## src/rtl/fir_mac_accum_pkg.sv

```systemverilog
// fir_mac_accum_pkg: shared ANC datapath widths, width helpers and MAC state encoding
package fir_mac_accum_pkg;
    localparam int DATA_W_DEF = 16;
    localparam int COEF_W_DEF = 16;
    typedef enum logic [1:0] {ACCUM, DRAIN, PRESENT} mac_state_t;
    function automatic int clog2(input int n);
        int r;
        r = 0;
        while ((1 << r) < n) r++;
        return r;
    endfunction
    function automatic int acc_width(input int dw, input int cw, input int ntaps);
        return dw + cw + clog2(ntaps);
    endfunction
endpackage

```

## src/rtl/fir_mul_reg.sv

```systemverilog
// fir_mul_reg: registered signed multiplier, product sign-extended to the accumulator width
module fir_mul_reg #(
    parameter int DATA_W = 16,
    parameter int COEF_W = 16,
    parameter int ACC_W  = 34
) (
    input  logic                     clk,
    input  logic                     rst,
    input  logic                     en,
    input  logic signed [DATA_W-1:0] a,
    input  logic signed [COEF_W-1:0] b,
    output logic signed [ACC_W-1:0]  prod,
    output logic                     vld
);
    always_ff @(posedge clk) begin
        if (rst) begin
            prod <= '0;
            vld  <= 1'b0;
        end else begin
            vld <= en;
            if (en) prod <= ACC_W'(a) * ACC_W'(b);
        end
    end
endmodule

```

## src/rtl/fir_mac_accum.sv

```systemverilog
// fir_mac_accum: streaming signed MAC summing one NTAPS frame into a guard-extended result
module fir_mac_accum
    import fir_mac_accum_pkg::*;
#(
    parameter int DATA_W = DATA_W_DEF,
    parameter int COEF_W = COEF_W_DEF,
    parameter int NTAPS  = 32,
    parameter int OUT_W  = 16
) (
    input  logic                                            clk,
    input  logic                                            rst,
    input  logic                                            in_valid,
    output logic                                            in_ready,
    input  logic signed [DATA_W-1:0]                        in_sample,
    input  logic signed [COEF_W-1:0]                        in_coef,
    output logic                                            out_valid,
    input  logic                                            out_ready,
    output logic signed [acc_width(DATA_W, COEF_W, NTAPS)-1:0] out_sum,
    output logic                                            out_clip
);
    localparam int GUARD_W = clog2(NTAPS);
    localparam int ACC_W   = acc_width(DATA_W, COEF_W, NTAPS);
    mac_state_t state, state_nx;
    logic [GUARD_W-1:0] cnt;
    logic signed [ACC_W-1:0] acc, prod;
    logic [ACC_W-OUT_W:0] top;
    logic prod_vld, take, last, done;
    fir_mul_reg #(.DATA_W(DATA_W), .COEF_W(COEF_W), .ACC_W(ACC_W)) u_mul (
        .clk  (clk),
        .rst  (rst),
        .en   (take),
        .a    (in_sample),
        .b    (in_coef),
        .prod (prod),
        .vld  (prod_vld)
    );
    assign take = in_valid && in_ready;
    assign last = cnt == GUARD_W'(NTAPS - 1);
    assign done = state == PRESENT && out_ready;
    always_comb begin
        state_nx = (state == ACCUM && take && last) ? DRAIN :
                   (state == DRAIN)                 ? PRESENT :
                   done                             ? ACCUM : state;
    end
    always_ff @(posedge clk) begin
        if (rst) begin
            state     <= ACCUM;
            cnt       <= '0;
            acc       <= '0;
            in_ready  <= 1'b1;
            out_valid <= 1'b0;
        end else begin
            state     <= state_nx;
            in_ready  <= state_nx == ACCUM;
            out_valid <= state_nx == PRESENT;
            if (take) cnt <= last ? '0 : cnt + GUARD_W'(1);
            acc <= done ? '0 : prod_vld ? acc + prod : acc;
        end
    end
    // clip when the bits above the OUT_W sign position are not a pure sign extension
    assign top      = acc[ACC_W-1:OUT_W-1];
    assign out_sum  = out_valid ? acc : '0;
    assign out_clip = out_valid && !(&top || ~|top);
endmodule

```

## config.mk

```make
export PLATFORM = sky130hd
export DESIGN_NAME = fir_mac_accum
export DESIGN_NICKNAME = d
export VERILOG_FILES = /design/src/rtl/fir_mac_accum_pkg.sv /design/src/rtl/fir_mul_reg.sv /design/src/rtl/fir_mac_accum.sv
export SDC_FILE = /design/constraint.sdc
export NUM_CORES = 1
export LEC_CHECK = 0
export BUFFER_PORTS_ARGS = -buffer_cell sky130_fd_sc_hd__buf_2
export CORE_UTILIZATION = 43
export CTS_CLUSTER_DIAMETER = 100
export CTS_CLUSTER_SIZE = 20
export DETAILED_ROUTE_END_ITERATION = 16
export PLACE_DENSITY = 0.58
export SYNTH_ARGS = -nofsm -noshare
export SYNTH_HDL_FRONTEND = slang
export SYNTH_SLANG_ARGS = --single-unit
```

## constraint.sdc

```tcl
create_clock -name clk -period 8.67 [get_ports clk]
set_clock_uncertainty 0.1 [all_clocks]
set_input_delay 1.3005 -clock clk [delete_from_list [all_inputs] [get_ports clk]]
set_output_delay 1.3005 -clock clk [all_outputs]
set_load 0.01 [all_outputs]
```

==> results by group, run 1 <==
STA
  • Endpoints failing hold: 0
  • Max_slew headroom: 32.8%
  • Period Utilization, post-route: 83.6%
  • Tmin final: 7.25 ns
  • Worst-margin pin slew: 1.01 ns
  • Final setup fails: 0
  • Final Max Tran Viols: 0
  • Setup_tns: 0 ns
  • RSZ-0062 raised after global routing: false
  • Max frequency: 138 MHz

Global route
  • Met2 GRT Util: 38.0%
  • GR Util met3: 1.75%
  • GR Util met1: 28.5%
  • Grt ovf: 0
  • Largest net degree at the start of global routing: 40
  • Initial antenna violation count: 0
  • GRT Total Usage: 21.8%
  • Vias in the first global route: 11.6k
  • GRT Max-Usage Layer: met2
  • First-pass GRT wire length: 58,700 um

Yosys
  • Top cells by count, synth: inv_1 (298), fa_1 (263), nand2_1 (196), and2_1 (166), ha_1 (120)
  • Asr flop ratio synth: 0%
  • Number of synthesized flops with an enable pin: 0
  • Main synth FF type: dfxtp_1
  • Top cells by area, synth: fa_1 (36%), dfxtp_1 (11%), ha_1 (10%), inv_1 (7.7%), and2_1 (7.1%)
  • Syn Nets: 2,098
  • Count leader, synth: inv_1
  • Syn Std Cell Area: 14,600 um2
  • Netlist cell types: 61
  • Synth area leader: fa_1
  • Synth top area share: 36.1%
  • Gate Count Post-Synth: 1,679
  • Mapped Avg Cell Area: 8.69 um2
  • FF+latch count, synth: 79
  • Warnings, synthesis: 0
  • Sequential-to-total area share from yosys stat: 10.8%

Clock tree
  • Hold_buf cts: 0
  • Cts bufs inserted: 9
  • CTS tree: yes
  • Post-CTS setup buffer count: 0
  • H-Tree Depth: 3
  • Max clock buf depth: 2
  • CTS resizes: 0
  • Clock-pin transition on the worst setup and hold timing paths: 0.06 ns
  • Clk root buf: clkbuf_16
  • Clock Sinks: 79
  • Clock Latency Late Sink: 0.35 ns

Cells and area
  • Synth-to-Final Area Change: 6.96%
  • Register area: 1580 um2
  • FILL cells: 3,298
  • Final Util: 46.7%
  • Multi-input gate area: 11,700 um2
  • Fraction of layout cells with a size suffix above 1: 6.01%
  • N_diodes: 0
  • Finished Layout Cells: 2,162
  • Fin nets: 2,128

Setup path
  • Max FO, Critical Path: 16
  • Critical path capture point type: flop
  • WP data required: 8.81 ns
  • CP Class: input pin to flop
  • CP Capture Point: u_mul.prod[29]
  • CP startpoint kind: input pin
  • R2r worst-path depth: 13
  • Reg2reg setup slack: 5.19 ns
  • Reg-to-Reg Start: acc[0]
  • CP startpoint: in_coef[2]
  • Worst flop-to-flop path endpoint: acc[36]
  • Crit path arrival time: 7.39 ns

Detailed routing
  • Wire length per cell: 16.5 um
  • Drt drc: 0
  • Final wirelength: 35,700 um
  • DR iter-0 viols: 604
  • Vias post-DR: 11.2k
  • DR vias/cell: 5.18
  • Remaining antenna violation count: 0
  • First drt pass iteration count: 5

Floorplan
  • Initial Util: 43.6%
  • Core area: 33,400 um2
  • Die Area: 34,700 um2
  • Die X-Extent: 186 um
  • Site Rows: 67
  • DIE HEIGHT: 186 um
  • Io pins: 76

Placement
  • RePlAce Congestion: 0.910
  • Placed Cells: 2,146
  • I/O Buffers: 75
  • Post-DP HPWL: 29,600 um

Flow run
  • Max Cap Viol: 0

Outcome
  • Status: complete, no violations

Min path
  • Hold crit path type: flop to flop
  • Worst Hold Launch: u_mul.prod[7]
layout by cell type (no fill, tap or decap), types with 4 or more instances in the layout:
master | Yosys | routed
inv_1 | 298 | 298
fa_1 | 263 | 263
nand2_1 | 196 | 196
and2_1 | 166 | 166
ha_1 | 120 | 120
nor2_1 | 90 | 90
a21oi_1 | 83 | 83
dfxtp_1 | 79 | 79
buf_2 | 2 | 75
xnor2_1 | 38 | 38
o21ai_0 | 35 | 35
a21o_1 | 29 | 29
xor2_1 | 22 | 22
mux2i_1 | 19 | 19
nand3_1 | 17 | 17
o21a_1 | 14 | 14
nor3_1 | 12 | 12
a211oi_1 | 11 | 11
nand4_1 | 9 | 9
clkbuf_16 | 0 | 9
nand2b_1 | 8 | 8
a31oi_1 | 8 | 8
o21bai_1 | 8 | 8
o21ai_1 | 7 | 7
nor2b_1 | 7 | 7
and3_1 | 5 | 5
nor4_1 | 5 | 5
or3_1 | 5 | 5
or4_1 | 4 | 4
o211ai_1 | 4 | 4
and4_1 | 4 | 4
o22ai_1 | 4 | 4
a31o_2 | 4 | 4
a22o_1 | 4 | 4
buf_4 | 0 | 4
how the worst min path moves through the flow:
stage / slack, ns / endpoint / cells past startpoint
2_1_floorplan: 0.34 / u_mul.prod[25] / 2
3_3_place_gp: 0.35 / u_mul.prod[9] / 2
3_5_place_dp: 0.35 / u_mul.prod[8] / 2
4_1_cts: 0.36 / u_mul.prod[8] / 2
5_1_grt: 0.37 / u_mul.prod[8] / 2
6_report: 0.36 / u_mul.prod[7] / 2
routing by layer:
| layer | share of wire [%] | wire length [um] |
|---|---|---|
| met2 | 51 | 18100 |
| met5 | 0 | 0 |
| met1 | 44 | 15700 |
| met4 | 2.7 | 975 |
| met3 | 2.8 | 1010 |
registers in the layout, indices dropped and copies added, names as in the netlist:
register / count
u_mul.vld: 1
in_ready: 1
state: 2
out_valid: 1
acc: 37
u_mul.prod: 32
cnt: 5
worst max-delay path, cell delays in order:
cell and delay (ns):
buf_2 0.22, and2_1 0.22, fa_1 0.53, inv_1 0.06, fa_1 0.49, fa_1 0.54
inv_1 0.06, fa_1 0.49, fa_1 0.49, inv_1 0.05, fa_1 0.47, inv_1 0.04
ha_1 0.33, and2_1 0.19, o21ai_0 0.15, o211ai_1 0.13, a2111oi_0 0.59, nor2_1 0.16
a21oi_1 0.26, a21oi_1 0.15, a21oi_1 0.19, xnor2_1 0.08, a22o_1 0.18
stage by stage:
stage | cell area (um2) | hold slack [ns] | worst slack [ns]
final | 15600 | 0.362 | 1.42
after global routing | 15600 | 0.370 | 0.928
after CTS | 15600 | 0.363 | 1.44
after detailed placement | 15300 | 0.351 | 1.08
after global placement | 15300 | 0.348 | 1.25
after floorplan | 14600 | 0.336 | 1.71
logic make-up after synthesis:
family	count (synthesis)	share of synthesized area, %
XOR/XNOR	60	3.60
AO/OA/AOI/OAI	240	10.5
buffers and inverters	359	9.25
multiplexers	19	1.30
AND/OR/NAND/NOR	539	18.2
adder cells (fa/ha/maj)	383	46.4
flip-flops	79	10.8
area by class of cell:
type / instances / area share (%)
multi-input combinational: 1241 / 74.7
sequential: 79 / 10.1
inverter: 299 / 7.19
tap: 448 / 3.59
timing repair buffer: 79 / 2.60
clock buffer: 13 / 1.67
clock inverter: 3 / 0.112
Power of run 1 is left out: the tool's default activity adds up to more than one toggle a clock period on the data nets, which glitch-free logic cannot reach.
==> inputs of run 2 (changes only) <==
clock period = 7.32 ns   (was 8.67 ns; I/O delays follow)
==> run 2 against run 1 <==
Non-clock buffer count increased by 16. Utilization increased by 0.46 points. Setup slack got worse by 1.0 ns. Wire length decreased by 1.6%. Cell count increased by 0.74%. Register-to-register slack got worse by 1.3 ns. Critical path depth decreased by 1. Sequential share of layout area decreased by 0.10 points. Die area unchanged. Final area increased by 0.99%. Largest cell class unchanged. Highest routed layer unchanged.
==> results by group, run 2 (synthesis gave the netlist of run 1 again) <==
Floorplan
  • DIE HEIGHT: 186 um (unchanged)
  • Die Area: 34,700 um2 (unchanged)
  • Io pins: 76 (unchanged)
  • Core area: 33,400 um2 (unchanged)
  • Initial Util: 43.6% (unchanged)
  • Die X-Extent: 186 um (unchanged)
  • Site Rows: 67 (unchanged)

Cells and area
  • Leading cell types in the layout, fill and taps excluded: inv_1 (298), fa_1 (263), nand2_1 (196) (unchanged)
  • Register name with the most flops: acc (unchanged)
  • Synth-to-Final Area Change: 8.02% (was 6.96%)
  • Fin nets: 2,144 (was 2,128)
  • Largest register FFs: 37 (unchanged)
  • Commonest non-fill, non-tap cell in the layout: inv_1 (unchanged)
  • N_diodes: 0 (unchanged)
  • FILL cells: 3,275 (was 3,298)
  • Largest regs: acc (37), u_mul.prod (32), cnt (5) (unchanged)
  • Fin area: 15,800 um2 (was 15,600 um2)
  • Fraction of layout cells with a size suffix above 1: 7.05% (was 6.01%)

Global route
  • Initial antenna violation count: 1 (was 0)
  • First-pass GRT wire length: 56,900 um (was 58,700 um)
  • Largest net degree at the start of global routing: 40 (unchanged)
  • Vias in the first global route: 11.0k (was 11.6k)
  • GRT Total Usage: 21.2% (was 21.8%)
  • Grt ovf: 0 (unchanged)

Min path
  • Hold path depth: 2 (unchanged)
  • Hold Crit Endpoint: u_mul.prod[6] (was u_mul.prod[7])
  • Hold crit path type: flop to flop (unchanged)
  • Worst Hold Launch: u_mul.prod[6] (was u_mul.prod[7])

STA
  • RSZ-0062 raised after global routing: false (unchanged)
  • Endpoints failing hold: 0 (unchanged)
  • Worst-margin pin slew: 0.978 ns (was 1.01 ns)
  • Setup_tns: 0 ns (unchanged)
  • Final Max Tran Viols: 0 (unchanged)
  • Hold slack: 0.360 ns (was 0.362 ns)
  • Tmin final: 6.90 ns
  • Period Utilization, post-route: 94.3%
  • Final setup fails: 0 (unchanged)
  • Max frequency: 145 MHz
  • Max_slew headroom: 34.7% (was 32.8%)

Setup path
  • Reg2reg setup slack: 3.88 ns (was 5.19 ns)
  • CP Class: input pin to flop (unchanged)
  • Slowest Stage Delay on Critical Path: 0.76 ns (was 0.59 ns)
  • WP data required: 7.45 ns (was 8.81 ns)
  • Crit path max-delay family: adder cells (unchanged)
  • Critical path capture point type: flop (unchanged)
  • CP Buf/Inv Count: 4 (was 5)
  • R2r worst-path depth: 13 (unchanged)
  • Cells along the critical path: buf_2 > nand2_1 > inv_1 > fa_1 > fa_1 > fa_1 > fa_1 > fa_1 > inv_1 > fa_1 > inv_1 > ha_1 > a21o_1 > a21o_1 > a21o_1 > a21oi_1 > o22ai_1 > a21oi_1 > a21oi_1 > a21oi_1 > xnor2_1 > a22o_1 (was buf_2 > and2_1 > fa_1 > inv_1 > fa_1 > fa_1 > inv_1 > fa_1 > fa_1 > inv_1 > fa_1 > inv_1 > ha_1 > and2_1 > o21ai_0 > o211ai_1 > a2111oi_0 > nor2_1 > a21oi_1 > a21oi_1 > a21oi_1 > xnor2_1 > a22o_1)
  • Max FO, Critical Path: 16 (unchanged)
  • Slowest cell on the critical path: fa_1 (was a2111oi_0)
  • Crit path arrival time: 7.03 ns (was 7.39 ns)
  • Worst flop-to-flop path endpoint: acc[36] (unchanged)
  • Reg-to-Reg Start: acc[0] (unchanged)
  • Most Frequent Cell on Critical Path: fa_1 (unchanged)
  • CP startpoint kind: input pin (unchanged)

Clock tree
  • Hold_buf cts: 0 (unchanged)
  • CTS resizes: 0 (unchanged)
  • CTS tree: yes (unchanged)
  • Clock-pin transition on the worst setup and hold timing paths: 0.06 ns (about the same)
  • Post-CTS setup buffer count: 0 (unchanged)
  • Clock Sinks: 79 (unchanged)
  • Clk root buf: clkbuf_16 (unchanged)
  • H-Tree Depth: 3 (unchanged)
  • Cts bufs inserted: 9 (unchanged)
  • Max clock buf depth: 2 (unchanged)
  • Clock Latency Late Sink: 0.34 ns (was 0.35 ns)

Placement
  • Placed Area: 15,500 um2 (was 15,300 um2)
  • RePlAce Congestion: 0.911 (was 0.910)
  • I/O Buffers: 75 (unchanged)
  • Post-DP HPWL: 29,100 um (was 29,600 um)

Detailed routing
  • Drt drc: 0 (unchanged)
  • DR vias/cell: 5.12 (was 5.18)
  • Wire length per cell: 16.1 um (was 16.5 um)
  • DR iter-0 viols: 447 (was 604)
  • First drt pass iteration count: 5 (unchanged)
  • Remaining antenna violation count: 0 (unchanged)
  • Final wirelength: 35,100 um (was 35,700 um)
  • Vias post-DR: 11.2k (about the same)

Flow run
  • Max Cap Viol: 0 (unchanged)

Outcome
  • Status: complete, no violations (unchanged)
## run 2: cell count changes in the layout (fill, tap and decap cells not counted)
| cell | previous run | this run |
|---|---|---|
| clkbuf_8 | 2 | 1 |
| bufinv_16 | 0 | 1 |
| inv_6 | 0 | 1 |
| a2111oi_2 | 1 | 2 |
| buf_4 | 4 | 20 |
| clkinv_2 | 2 | 1 |
| clkinv_4 | 0 | 1 |
| a2111oi_0 | 2 | 1 |
| clkinvlp_4 | 1 | 2 |
| clkbuf_1 | 2 | 0 |
## run 2: tightest hold or removal path, cell delays in order (launching register included)
cell and delay [ns]:
dfxtp_1 0.31, nand2_1 0.05, a21oi_1 0.05
## run 2: cell type report
class,instances,area [um2],area share [%]
multi-input combinational,1241,11700,74.0
sequential,79,1580,10.0
inverter,299,1120,7.12
tap,448,561,3.56
timing repair buffer,95,526,3.33
clock buffer,10,239,1.52
clock inverter,6,67.6,0.429
## run 2: worst max path at each step
stage | start | end | slack, ns | depth (start not counted)
after detailed placement | in_coef[2] | u_mul.prod[29] | -0.20 | 23
after global placement | in_coef[2] | u_mul.prod[29] | 0.13 | 23
after global routing | in_coef[1] | u_mul.prod[29] | 0.06 | 24
after floorplan | in_coef[7] | u_mul.prod[28] | 0.56 | 23
final | in_coef[1] | u_mul.prod[29] | 0.42 | 22
after CTS | in_coef[2] | u_mul.prod[29] | 0.16 | 23
## run 2: per-layer routing
layer	global-route usage [%]	part of all wire (%)	vias to the layer above
met5	0	0	-
met4	5.84	2.1	0
met3	2.28	4.0	44
met2	36.0	50	217
met1	28.5	44	5520
li1	-	-	5375
## run 2: stage by stage
step           instances  utilization, %  setup WS [ns]
5_1_grt             2178            47.1         0.0632
3_3_place_gp        2162            46.2          0.128
6_report            2178            47.1          0.420
4_1_cts             2178            47.1          0.164
2_1_floorplan       1679               -          0.560
3_5_place_dp        2162            46.2         -0.197
Power of run 2 is left out for the same reason.
